[src/rtl/alu4_issue.sv]
// Issue/retire stage for the 4-bit ALU: latches a request, drives selects/operands, captures the mux result.
// Latency: request accepted in T, result valid from T+2; a held result stalls new requests until res_ready.
`timescale 1ns/1ps
module alu4_issue #(
   parameter int CNT_W = 8
) (
   input  logic             clk,
   input  logic             reset_n,
   input  logic             req_valid,
   output logic             req_ready,
   input  logic [2:0]       req_op,
   input  logic [3:0]       req_a,
   input  logic [3:0]       req_b,
   output logic [3:0]       opnd_a,
   output logic [3:0]       opnd_b,
   output logic             mux_s2,
   output logic             mux_s1,
   output logic             mux_s0,
   input  logic [3:0]       mux_y,
   output logic             res_valid,
   input  logic             res_ready,
   output logic [3:0]       res_y,
   output logic             res_z,
   output logic             res_n,
   input  logic             cnt_clr,
   output logic [CNT_W-1:0] ops_done
);

   typedef enum logic [1:0] {
      IDLE = 2'd0,
      EXEC = 2'd1,
      DONE = 2'd2
   } state_t;

   state_t           r_state;
   state_t           w_state_nxt;
   logic [2:0]       r_op;
   logic [3:0]       r_opnd_a;
   logic [3:0]       r_opnd_b;
   logic [3:0]       r_res_y;
   logic             r_res_z;
   logic             r_res_n;
   logic [CNT_W-1:0] r_ops_done;
   logic             w_req_hs;
   logic             w_res_hs;

   always_comb begin
      w_state_nxt = r_state;
      req_ready   = 1'b0;
      res_valid   = 1'b0;
      case (r_state)
         IDLE: begin
            req_ready = 1'b1;
            if (req_valid) w_state_nxt = EXEC;
         end
         EXEC: begin
            w_state_nxt = DONE;
         end
         DONE: begin
            res_valid = 1'b1;
            // Retiring frees the slot in the same cycle, so a waiting request can follow back-to-back.
            req_ready = res_ready;
            if (res_ready) w_state_nxt = req_valid ? EXEC : IDLE;
         end
         default: begin
            w_state_nxt = IDLE;
         end
      endcase
   end

   assign w_req_hs = req_valid & req_ready;
   assign w_res_hs = res_valid & res_ready;

   always_ff @(posedge clk or negedge reset_n) begin
      if (!reset_n) begin
         r_state <= IDLE;
      end else begin
         r_state <= w_state_nxt;
      end
   end

   always_ff @(posedge clk or negedge reset_n) begin
      if (!reset_n) begin
         r_op     <= 3'b000;
         r_opnd_a <= 4'h0;
         r_opnd_b <= 4'h0;
      end else if (w_req_hs) begin
         r_op     <= req_op;
         r_opnd_a <= req_a;
         r_opnd_b <= req_b;
      end
   end

   // Flags come from the captured value so they stay coherent with res_y while it is held.
   always_ff @(posedge clk or negedge reset_n) begin
      if (!reset_n) begin
         r_res_y <= 4'h0;
         r_res_z <= 1'b1;
         r_res_n <= 1'b0;
      end else if (r_state == EXEC) begin
         r_res_y <= mux_y;
         r_res_z <= (mux_y == 4'b0000);
         r_res_n <= mux_y[3];
      end
   end

   always_ff @(posedge clk or negedge reset_n) begin
      if (!reset_n) begin
         r_ops_done <= '0;
      end else if (cnt_clr) begin
         r_ops_done <= '0;
      end else if (w_res_hs && (r_ops_done != {CNT_W{1'b1}})) begin
         r_ops_done <= r_ops_done + 1'b1;
      end
   end

   assign opnd_a   = r_opnd_a;
   assign opnd_b   = r_opnd_b;
   assign mux_s2   = r_op[2];
   assign mux_s1   = r_op[1];
   assign mux_s0   = r_op[0];
   assign res_y    = r_res_y;
   assign res_z    = r_res_z;
   assign res_n    = r_res_n;
   assign ops_done = r_ops_done;

endmodule
[config.mk]
export PLATFORM = sky130hd
export DESIGN_NAME = alu4_issue
export DESIGN_NICKNAME = d
export VERILOG_FILES = /design/src/rtl/alu4_issue.sv
export SDC_FILE = /design/constraint.sdc
export NUM_CORES = 1
export LEC_CHECK = 0
export ABC_AREA = 1
export BUFFER_PORTS_ARGS = -buffer_cell sky130_fd_sc_hd__buf_2
export CAP_MARGIN = 10
export CORE_AREA = 2 2 61 51
export DETAILED_ROUTE_END_ITERATION = 16
export DIE_AREA = 0 0 63 53
export HOLD_SLACK_MARGIN = 0.08
export PLACE_DENSITY = 0.83
export SETUP_SLACK_MARGIN = 0.5
export SYNTH_ARGS = -nofsm -noshare
export SYNTH_HDL_FRONTEND = slang
export SYNTH_SLANG_ARGS = --single-unit
[constraint.sdc]
create_clock -name clk -period 2.8 [get_ports clk]
set_clock_uncertainty 0.1 [all_clocks]
set_input_delay 0.56 -clock clk [delete_from_list [all_inputs] [get_ports clk]]
set_output_delay 0.56 -clock clk [all_outputs]
set_load 0.005 [all_outputs]
# --- Word level (Yosys, flattened, before mapping) ---
# Index checks and enable logic that the tools add are counted.
classes:
  mux: 8
  reduce_logical: 5
  bitwise_logic: 2
  addsub: 1
  eq_ne: 5
ops:
  columns: ["op", "count"]
  rows:
  - ["$mux 8", 2]
  - ["$add 8x1->8 const B", 1]
  - ["$ne 8x8->1 const B", 1]
  - ["$pmux 2 s3", 1]
  - ["$logic_not 4->1", 1]
  - ["$mux 2", 2]
  - ["$ne 2x2->1 const B", 2]
  - ["$and 1x1->1", 2]
  - ["$eq 2x1->1 const B", 1]
  - ["$eq 2x2->1 const B", 1]
  - ["$logic_not 2->1", 1]
  - ["$mux 1", 2]
  - ["$pmux 1 s2", 1]
  - ["$reduce_and 2->1", 1]
  - ["$reduce_bool 2->1", 1]
  - ["$logic_and 1x1->1", 1]
word_totals:
  wordCells: 29
  ff_bits: 27
  in_bits: 20
  output_inout_bits: 27

# --- Depth between registers and ports, before layout ---
# Gate-level depths: netlist of run 1.
logic_depth:
  word_depth: 6
  ltp_mapped: 8
  ltp_nobuf: 8

# --- Worst setup path after synthesis of run 1 ---
# OpenSTA, ideal clock, no wires.
synth_timing:
  path_kind: "reg-to-reg"
  from: "reg r_ops_done[0] (netlist: ops_done[0])"
  to: "reg r_ops_done[7] (netlist: ops_done[7])"
  required_ns: 2.582
  path_buffers: 0
  setup_slack_ns: 1.369
  arrival_ns: 1.213
  stages_incl_launch_ff: 8
  period_less_slack_ns: 1.431
  setup_ns: 0.118
  path_cell_list: "dfrtp_1 ha_1 nand2_2 nor2_4 a21oi_4 nor2_8 nand2_1 nand2_1"
synth_between:
  elab_chain_cells: 3
  word_cells_on_any_way: 6
  classes_between: "add/sub: 1; eq/ne: 1; mux: 2; reduce/logical: 2"
synth_rtl:
  columns: ["item", "line", "text"]
  rows:
  - ["start, declared", "43", "logic [CNT_W-1:0] r_ops_done;"]
  - ["start signal, assigned", "113", "r_ops_done <= r_ops_done + 1'b1;"]
  - ["$add 8x1->8 or $ne 8x8->1 (tied branches)", "113, 112", null]
  - ["$mux 8 or $logic_and 1x1->1 (tied branches)", "112", "end else if (w_res_hs && (r_ops_done != {CNT_W{1'b1}})) begin"]
  - ["$mux 8 or $reduce_bool 2->1 (tied branches)", null, null]
# Parallel ways exist; a longest one is shown, timed or not. The select of a mux whose other input is x is not followed.
# A chain may end at the register's enable or synchronous reset.

# --- Final worst setup path of run 1 ---
layout_timing:
  from: "reg r_state[0]"
  to: "out req_ready"
layout_between:
  elab_chain_cells: 2
  word_cells_on_any_way: 3
  classes_between: "eq/ne: 1; mux: 1; reduce/logical: 1"
layout_rtl:
  columns: ["item", "line", "text"]
  rows:
  - ["start, declared", "35", "state_t r_state;"]
  - ["start signal, assigned", "78", "r_state <= w_state_nxt;"]
  - ["$eq 2x2->1 or $logic_not 2->1 (tied branches)", "51", "case (r_state)"]
  - ["$pmux 1 s2 *", "51", null]
  - ["end, declared", "10", "output logic req_ready,"]
# Every way passes the cells marked *; elsewhere a longest branch is shown, timed or not.

==> results of run 1 <==
-- metal layers --
layer | routed length [um] | part of all wire | track usage | vias up
met5 | 0 | 0 | 0 | -
met4 | 0 | 0 | 0.0222 | 0
met3 | 169 | 0.070 | 0.0574 | 0
met2 | 1140 | 0.47 | 0.278 | 36
met1 | 1120 | 0.46 | 0.211 | 487
li1 | - | - | - | 558
-- critical path: stages (launching register included) --
cell and delay (ns):
sky130_fd_sc_hd__dfrtp_1 0.45, sky130_fd_sc_hd__inv_2 0.08, sky130_fd_sc_hd__nand3_2 0.10, sky130_fd_sc_hd__o21ai_2 0.11, sky130_fd_sc_hd__buf_2 0.14
-- cell families after synthesis --
logic type / Yosys count
AO/OA/AOI/OAI: 11
adder cells (fa/ha/maj): 1
buffers and inverters: 16
flip-flops: 26
AND/OR/NAND/NOR: 95
-- state kept, by name, summed over array words and instances, names as in the netlist --
name      cells
r_op          3
opnd_a        4
res_y         4
r_state       2
opnd_b        4
ops_done      8
res_z         1
-- power breakdown --
part | internal, mW | leakage [nW] | switching, mW | total, mW
registers | 0.500 | 0.331 | 0.0766 | 0.577
clock network | 0.145 | 0.0279 | 0.108 | 0.252
logic | 0.193 | 0.530 | 0.247 | 0.441
-- area by class of cell --
class,instances,area [sq um],area share
inverters,13,51.3,0.0322
flip-flops and latches,26,652,0.409
multi-input cells,107,559,0.351
well taps,38,47.5,0.0299
clock buffers,3,22.5,0.0141
clock inverters,1,30.0,0.0189
repair buffers,46,230,0.145
-- metrics by stage --
| stage | power (mW) | hold WS, ns | std cells | utilization | setup WS, ns |
|---|---|---|---|---|---|
| floorplan | 0.873 | 0.164 | 149 | - | 1.37 |
| global placement | 1.02 | 0.360 | 230 | 0.570 | 1.12 |
| detailed placement | 1.03 | 0.362 | 230 | 0.570 | 1.11 |
| CTS | 1.29 | 0.115 | 234 | 0.590 | 0.929 |
| global route | 1.39 | 0.118 | 234 | 0.590 | 0.854 |
| finish | 1.27 | 0.100 | 234 | 0.590 | 0.948 |
-- final timing paths --
path	slack [ns]	cells past startpoint	startpoint	to
max	0.95	4	r_state[0]	req_ready
min	0.10	1	reset_n	ops_done[2]
max reg2reg	1.23	7	ops_done[0]	ops_done[7]
min reg2reg	0.39	2	res_z	res_z
max in group asynchronous	2.13	1	reset_n	res_z
min in group clk	0.33	3	req_a[2]	opnd_a[2]
-- synthesized netlist by cell type --
cell type and count:
sky130_fd_sc_hd__a21oi_1 2, sky130_fd_sc_hd__nand4_1 2, sky130_fd_sc_hd__inv_1 11, sky130_fd_sc_hd__nor2_8 1, sky130_fd_sc_hd__o21bai_1 2, sky130_fd_sc_hd__dfstp_2 1
sky130_fd_sc_hd__o21ai_0 5, sky130_fd_sc_hd__nand3_1 9, sky130_fd_sc_hd__nor2_1 9, sky130_fd_sc_hd__dfrtp_1 25, sky130_fd_sc_hd__nand3_2 1, sky130_fd_sc_hd__buf_12 1
sky130_fd_sc_hd__inv_2 1, sky130_fd_sc_hd__nand2_2 20, sky130_fd_sc_hd__nand2_4 1, sky130_fd_sc_hd__o21ai_2 1, sky130_fd_sc_hd__a21oi_4 1, sky130_fd_sc_hd__buf_4 1
sky130_fd_sc_hd__ha_1 1, sky130_fd_sc_hd__inv_4 1, sky130_fd_sc_hd__buf_6 1, sky130_fd_sc_hd__nor3b_1 1, sky130_fd_sc_hd__nor2_4 2, sky130_fd_sc_hd__nand2_1 49
==> flow_summary.rst, run 1 <==
.. list-table::
   :header-rows: 1

   * - Metric
     - Value
   * - Final-layout setup total negative slack
     - 0 ns
   * - Number of iterations in the first detailed-routing pass
     - 4
   * - Height of the die
     - 53 um
   * - Pin count of the biggest net entering global routing
     - 27
   * - Worst slew pin tran
     - roughly 0.54 ns
   * - Synth Area in Adders
     - 0.00962
   * - Longest Clk Path Bufs
     - 2
   * - Peak supply drop
     - between 400 and 500 uV
   * - Number of nets still failing antenna checks after routing
     - 0
   * - Worst-path maximum fanout
     - 4
   * - Synthesis-to-layout area growth
     - 22.4%
   * - Basic-gate share of the synthesized area counting and, or, nand and nor cells
     - 0.363
   * - Number of I/O port buffers
     - 46
   * - Die area
     - 3340 sq um
   * - Final critical-path share of the clock period
     - 0.662
   * - Post-synthesis xor/xnor area fraction
     - 0
   * - Yosys warning count
     - 0
   * - Synth Instances
     - 149
   * - Number of hold violations in the final report
     - 0
   * - Global Route Usage Sum
     - 0.165
   * - Clock-pin slew on the worst setup and hold paths
     - 0.14 ns
   * - Final weighted congestion in routability-driven placement
     - approximately 0.8
   * - Detail-routed via count per cell
     - 4.62
   * - Ratio of cells with drive above 1 in the final layout
     - 0.408
   * - Post-synthesis sequential area ratio
     - 0.501
   * - Mapped Nets
     - 170
   * - Total routed wirelength
     - 2420 um
   * - Effective utilization at floorplan
     - 0.482
   * - Count of unique library cells instantiated by Yosys
     - 24
   * - Half-perimeter wire length of the detailed placement result
     - about 1900 um
   * - Clock tree from TritonCTS
     - yes
   * - Kind of end point of the critical path
     - output port
   * - Synth top area share
     - 0.481
   * - Detailed-route via count
     - roughly 1100
   * - Antenna violations before repair
     - 0
   * - Congestion Overflow GR
     - 0
   * - Nets@finish
     - 218
   * - Most frequent cells in the layout
     - sky130_fd_sc_hd__nand2_1 (49), sky130_fd_sc_hd__buf_2 (46), sky130_fd_sc_hd__dfrtp_1 (25), sky130_fd_sc_hd__nand2_2 (20), sky130_fd_sc_hd__inv_1 (11)
   * - Average size of a mapped cell
     - 8.73 sq um
   * - Startpoint types
     - register
   * - First-iteration detailed-routing DRC count
     - 46
   * - Worst slew margin
     - 0.639
   * - Data arrival time of the worst path
     - 1.19 ns
   * - Status
     - complete, no violations
   * - Classification of the worst setup path
     - register to output port
   * - Boundary Pins
     - 47
   * - Post-synthesis cell type with the largest combined area
     - sky130_fd_sc_hd__dfrtp_1
   * - Leakage Power
     - 0.889 nW
   * - Final standard cell area without fillers
     - ~1600 sq um
   * - Post-placement cell area
     - 1540 sq um
   * - Clock H-tree levels
     - 1
   * - Highest clock frequency the design can meet
     - 0.540 GHz
   * - Maximum Capacitance Violations
     - 0
   * - Synth Area in Compound Gates
     - 0.0577
   * - Max-slew violation count
     - 0
   * - Mapped Area
     - 1300 sq um
   * - First-pass GRT wire length
     - 4240 um
   * - # diodes
     - 0
   * - Die span in x
     - about 63 um
   * - Hold WC Path Type
     - input port to asynchronous set/reset pin
   * - Minimum period implied by the final worst setup slack
     - 1.85 ns
   * - Dominant cells by area after synthesis
     - sky130_fd_sc_hd__dfrtp_1 (48%), sky130_fd_sc_hd__nand2_1 (14%), sky130_fd_sc_hd__nand2_2 (9.6%)
   * - Power density normalized to cell area
     - 797 nW/um^2
   * - Unrepaired setup endpoints after global routing
     - false
   * - Post_cts resized
     - 0
   * - Worst skew pair latency
     - 0.32 ns
   * - Count of final setup violators
     - 0
   * - Placement row count
     - 17
   * - Setup fix buffers added after clock tree synthesis
     - 0
   * - Number of clock buffers inserted by TritonCTS
     - 3
   * - Library cell used as clock root buffer
     - sky130_fd_sc_hd__clkbuf_4
   * - Leading cell type in the layout, fill and taps excluded
     - sky130_fd_sc_hd__nand2_1
   * - Core region area
     - 2700 sq um
   * - Count of hold-fix buffers inserted at cts
     - 0
   * - DRC violations left
     - 0
   * - Post-synthesis sequential element count
     - 26
   * - Via count of the first global-routing pass
     - 981
   * - CTS sink count
     - 26
   * - Number of fill cells in the layout
     - ~260
   * - Proportion of synthesized area in mux cells
     - 0
   * - Worst Path Required
     - 2.14 ns
   * - Average wire per cell in the routed design
     - roughly 10 um
   * - Combinational family with the most area after synthesis
     - simple AND/OR/NAND/NOR gates
Note: power is estimated with default switching activity, not from simulation.
==> run 2, diff against run 1 <==
- CORE_AREA: 2 2 61 51 -> 2 2 64 54
- DIE_AREA: 0 0 63 53 -> 0 0 66 56
- PLACE_DENSITY: 0.83 -> 0.78
- clock period: 2.8 -> 1.5 ns (I/O delays scaled with it)
==> run 2 against run 1 <==
The run now ends with negative hold slack left. Flip-flop and latch count unchanged. Register-to-register slack got worse by 1.2 ns. Via count increased by 21%. Critical path depth unchanged. Combinational power increased to 3.9 times the previous value. Clock power increased by 140%. Sequential share of layout area decreased by 11 points. Setup slack got worse by 0.94 ns. Sequential power increased by 92%. First-iteration DRC count increased by 140%. Global-route usage increased by 2.5 points. Critical endpoint unchanged.
==> flow_summary.rst, run 2 (synthesized netlist as in run 1, its figures left out) <==
.. list-table::
   :header-rows: 1

   * - Metric
     - Value
   * - Status
     - finished, violations left
   * - Violations in the final reports
     - negative hold slack
   * - Minimum period implied by the final worst setup slack
     - 1.50 ns
   * - Height of the die
     - about 56 um
   * - Clock-pin slew on the worst setup and hold paths
     - 0.10 ns
   * - Number of clock buffers inserted by TritonCTS
     - 3
   * - Number of nets still failing antenna checks after routing
     - 0
   * - Half-perimeter wire length of the detailed placement result
     - 2070 um
   * - Worst-path maximum fanout
     - 3
   * - Worst stage delay on the critical path
     - approximately 0.45 ns
   * - Startpoint types
     - register
   * - Congestion Overflow GR
     - 0
   * - Worst slew pin tran
     - 0.325 ns
   * - PnR Total Power
     - ~3.4 mW
   * - First-pass GRT wire length
     - 5460 um
   * - Antenna violations before repair
     - 0
   * - Hold WC Path Type
     - input port to asynchronous set/reset pin
   * - Max-slew violation count
     - 0
   * - Utilization after layout
     - 0.719
   * - Peak supply drop
     - 1100 uV
   * - Final critical-path share of the clock period
     - 0.997
   * - Leakage Power
     - around 1.2 nW
   * - Largest delay contributor family on the critical path
     - flip-flops
   * - # diodes
     - 0
   * - Buffers plus inverters on the worst setup path
     - 2
   * - Die area
     - between 3000 and 4000 sq um
   * - Series of cell instances along the critical path
     - inv_2 -> nand3_4 -> o21ai_4 -> buf_2
   * - Startpoint of the worst register-to-register path
     - ops_done[1]
   * - Leading cell type in the layout, fill and taps excluded
     - sky130_fd_sc_hd__buf_2
   * - Most frequent cells in the layout
     - sky130_fd_sc_hd__buf_2 (43), sky130_fd_sc_hd__nand2_1 (35), sky130_fd_sc_hd__buf_4 (27), sky130_fd_sc_hd__nand2_2 (26), sky130_fd_sc_hd__dfrtp_1 (22)
   * - Placement row count
     - 18
   * - Stages on worst setup path
     - 4
   * - Cell depth of the worst flop-to-flop path
     - 8
   * - Boundary Pins
     - 47
   * - Number of hold violations in the final report
     - 12
   * - Average wire per cell in the routed design
     - 13.4 um
   * - Power density normalized to cell area
     - between 1500 and 2000 nW/um^2
   * - Synthesis-to-layout area growth
     - 66.7%
   * - Unrepaired setup endpoints after global routing
     - true
   * - Detail-routed via count per cell
     - roughly 4.7
   * - Effective utilization at floorplan
     - 0.431
   * - Final weighted congestion in routability-driven placement
     - between 0.8 and 0.9
   * - Worst skew pair latency
     - 0.28 ns
   * - Highest clock frequency the design can meet
     - 0.669 GHz
   * - Worst hold slack after final layout
     - -0.199 ns
   * - Worst slew margin
     - 0.783
   * - DRC violations left
     - 0
   * - Total instance count after detailed placement
     - 236
   * - Global Route Usage Sum
     - 0.190
   * - Classification of the worst setup path
     - register to output port
   * - Post-placement cell area
     - 1650 sq um
   * - Longest Clk Path Bufs
     - 2
   * - Core region area
     - between 3000 and 4000 sq um
   * - CTS sink count
     - 26
   * - Flip-flop count of the largest register, all copies and words added
     - 8
   * - Ratio of cells with drive above 1 in the final layout
     - 0.621
   * - Maximum Capacitance Violations
     - 0
   * - Clock H-tree levels
     - 1
   * - Detailed-route via count
     - 1304
   * - Number of I/O port buffers
     - 46
   * - Via count of the first global-routing pass
     - around 1200
   * - Kind of end point of the critical path
     - output port
   * - Slowest cell on crit path
     - sky130_fd_sc_hd__dfrtp_2
   * - Number of iterations in the first detailed-routing pass
     - 4
   * - First-iteration detailed-routing DRC count
     - about 110
   * - Nets@finish
     - 257
   * - Count of final setup violators
     - 0
   * - Final standard cell area without fillers
     - 2170 sq um
   * - Count of placed standard cells in the final layout, fillers left out
     - around 280
   * - Total routed wirelength
     - 3690 um
   * - Final-layout setup total negative slack
     - 0 ns
   * - Launching element of the worst setup path
     - r_state[0]
   * - Clock tree from TritonCTS
     - yes
   * - Data arrival time of the worst path
     - 1.10 ns
   * - Worst Path Required
     - 1.10 ns
   * - Die span in x
     - 66 um
   * - Library cell used as clock root buffer
     - sky130_fd_sc_hd__clkbuf_8
   * - Pin count of the biggest net entering global routing
     - 16
## run 2: worst paths after layout
path / endpoint / slack, ns
worst max-delay path: req_ready / 0.004
worst min-delay path: ops_done[7] / -0.20
worst max register to register: ops_done[7] / 0.06
worst min register to register: res_z / 0.37
max in group asynchronous: res_z / 1.03
min in group clk: opnd_a[2] / 0.11
## run 2: metrics by stage
step / setup slack [ns] / hold slack, ns
after floorplan: 0.133 / -0.0956
after detailed placement: 0.0674 / 0.112
after global routing: -0.0452 / -0.186
final: 0.00438 / -0.199
after CTS: 0.0282 / -0.183
after global placement: 0.101 / 0.118
## run 2: layout make-up
class / instances / area [sq um]
timing repair buffer: 82 / 571
multi-input combinational: 109 / 742
clock buffer: 3 / 41.3
sequential: 26 / 656
clock inverter: 1 / 30.0
fill: 233 / 848
tap: 40 / 50.0
inverter: 13 / 68.8
timing repair inverter: 1 / 11.3
## run 2: layer usage
| layer | global-route usage | up-vias | routed length (um) |
|---|---|---|---|
| met5 | 0 | - | 0 |
| met4 | 0.0262 | 0 | 51 |
| met3 | 0.0526 | 5 | 217 |
| met2 | 0.310 | 42 | 1910 |
| met1 | 0.258 | 619 | 1510 |
| li1 | - | 638 | - |
## run 2: timing repair
action                                  CTS  global route
cloned                                    2             1
gates resized for setup                  22            24
pin swaps                                 3            11
endpoints found under the setup margin   52            53
setup buffers                            20            12
endpoints found under the hold margin    12            12
## run 2: power breakdown
part	switching [mW]	internal (mW)	total, mW
Clock	0.242	0.358	0.600
Sequential	0.166	0.940	1.11
Combinational	0.829	0.886	1.71
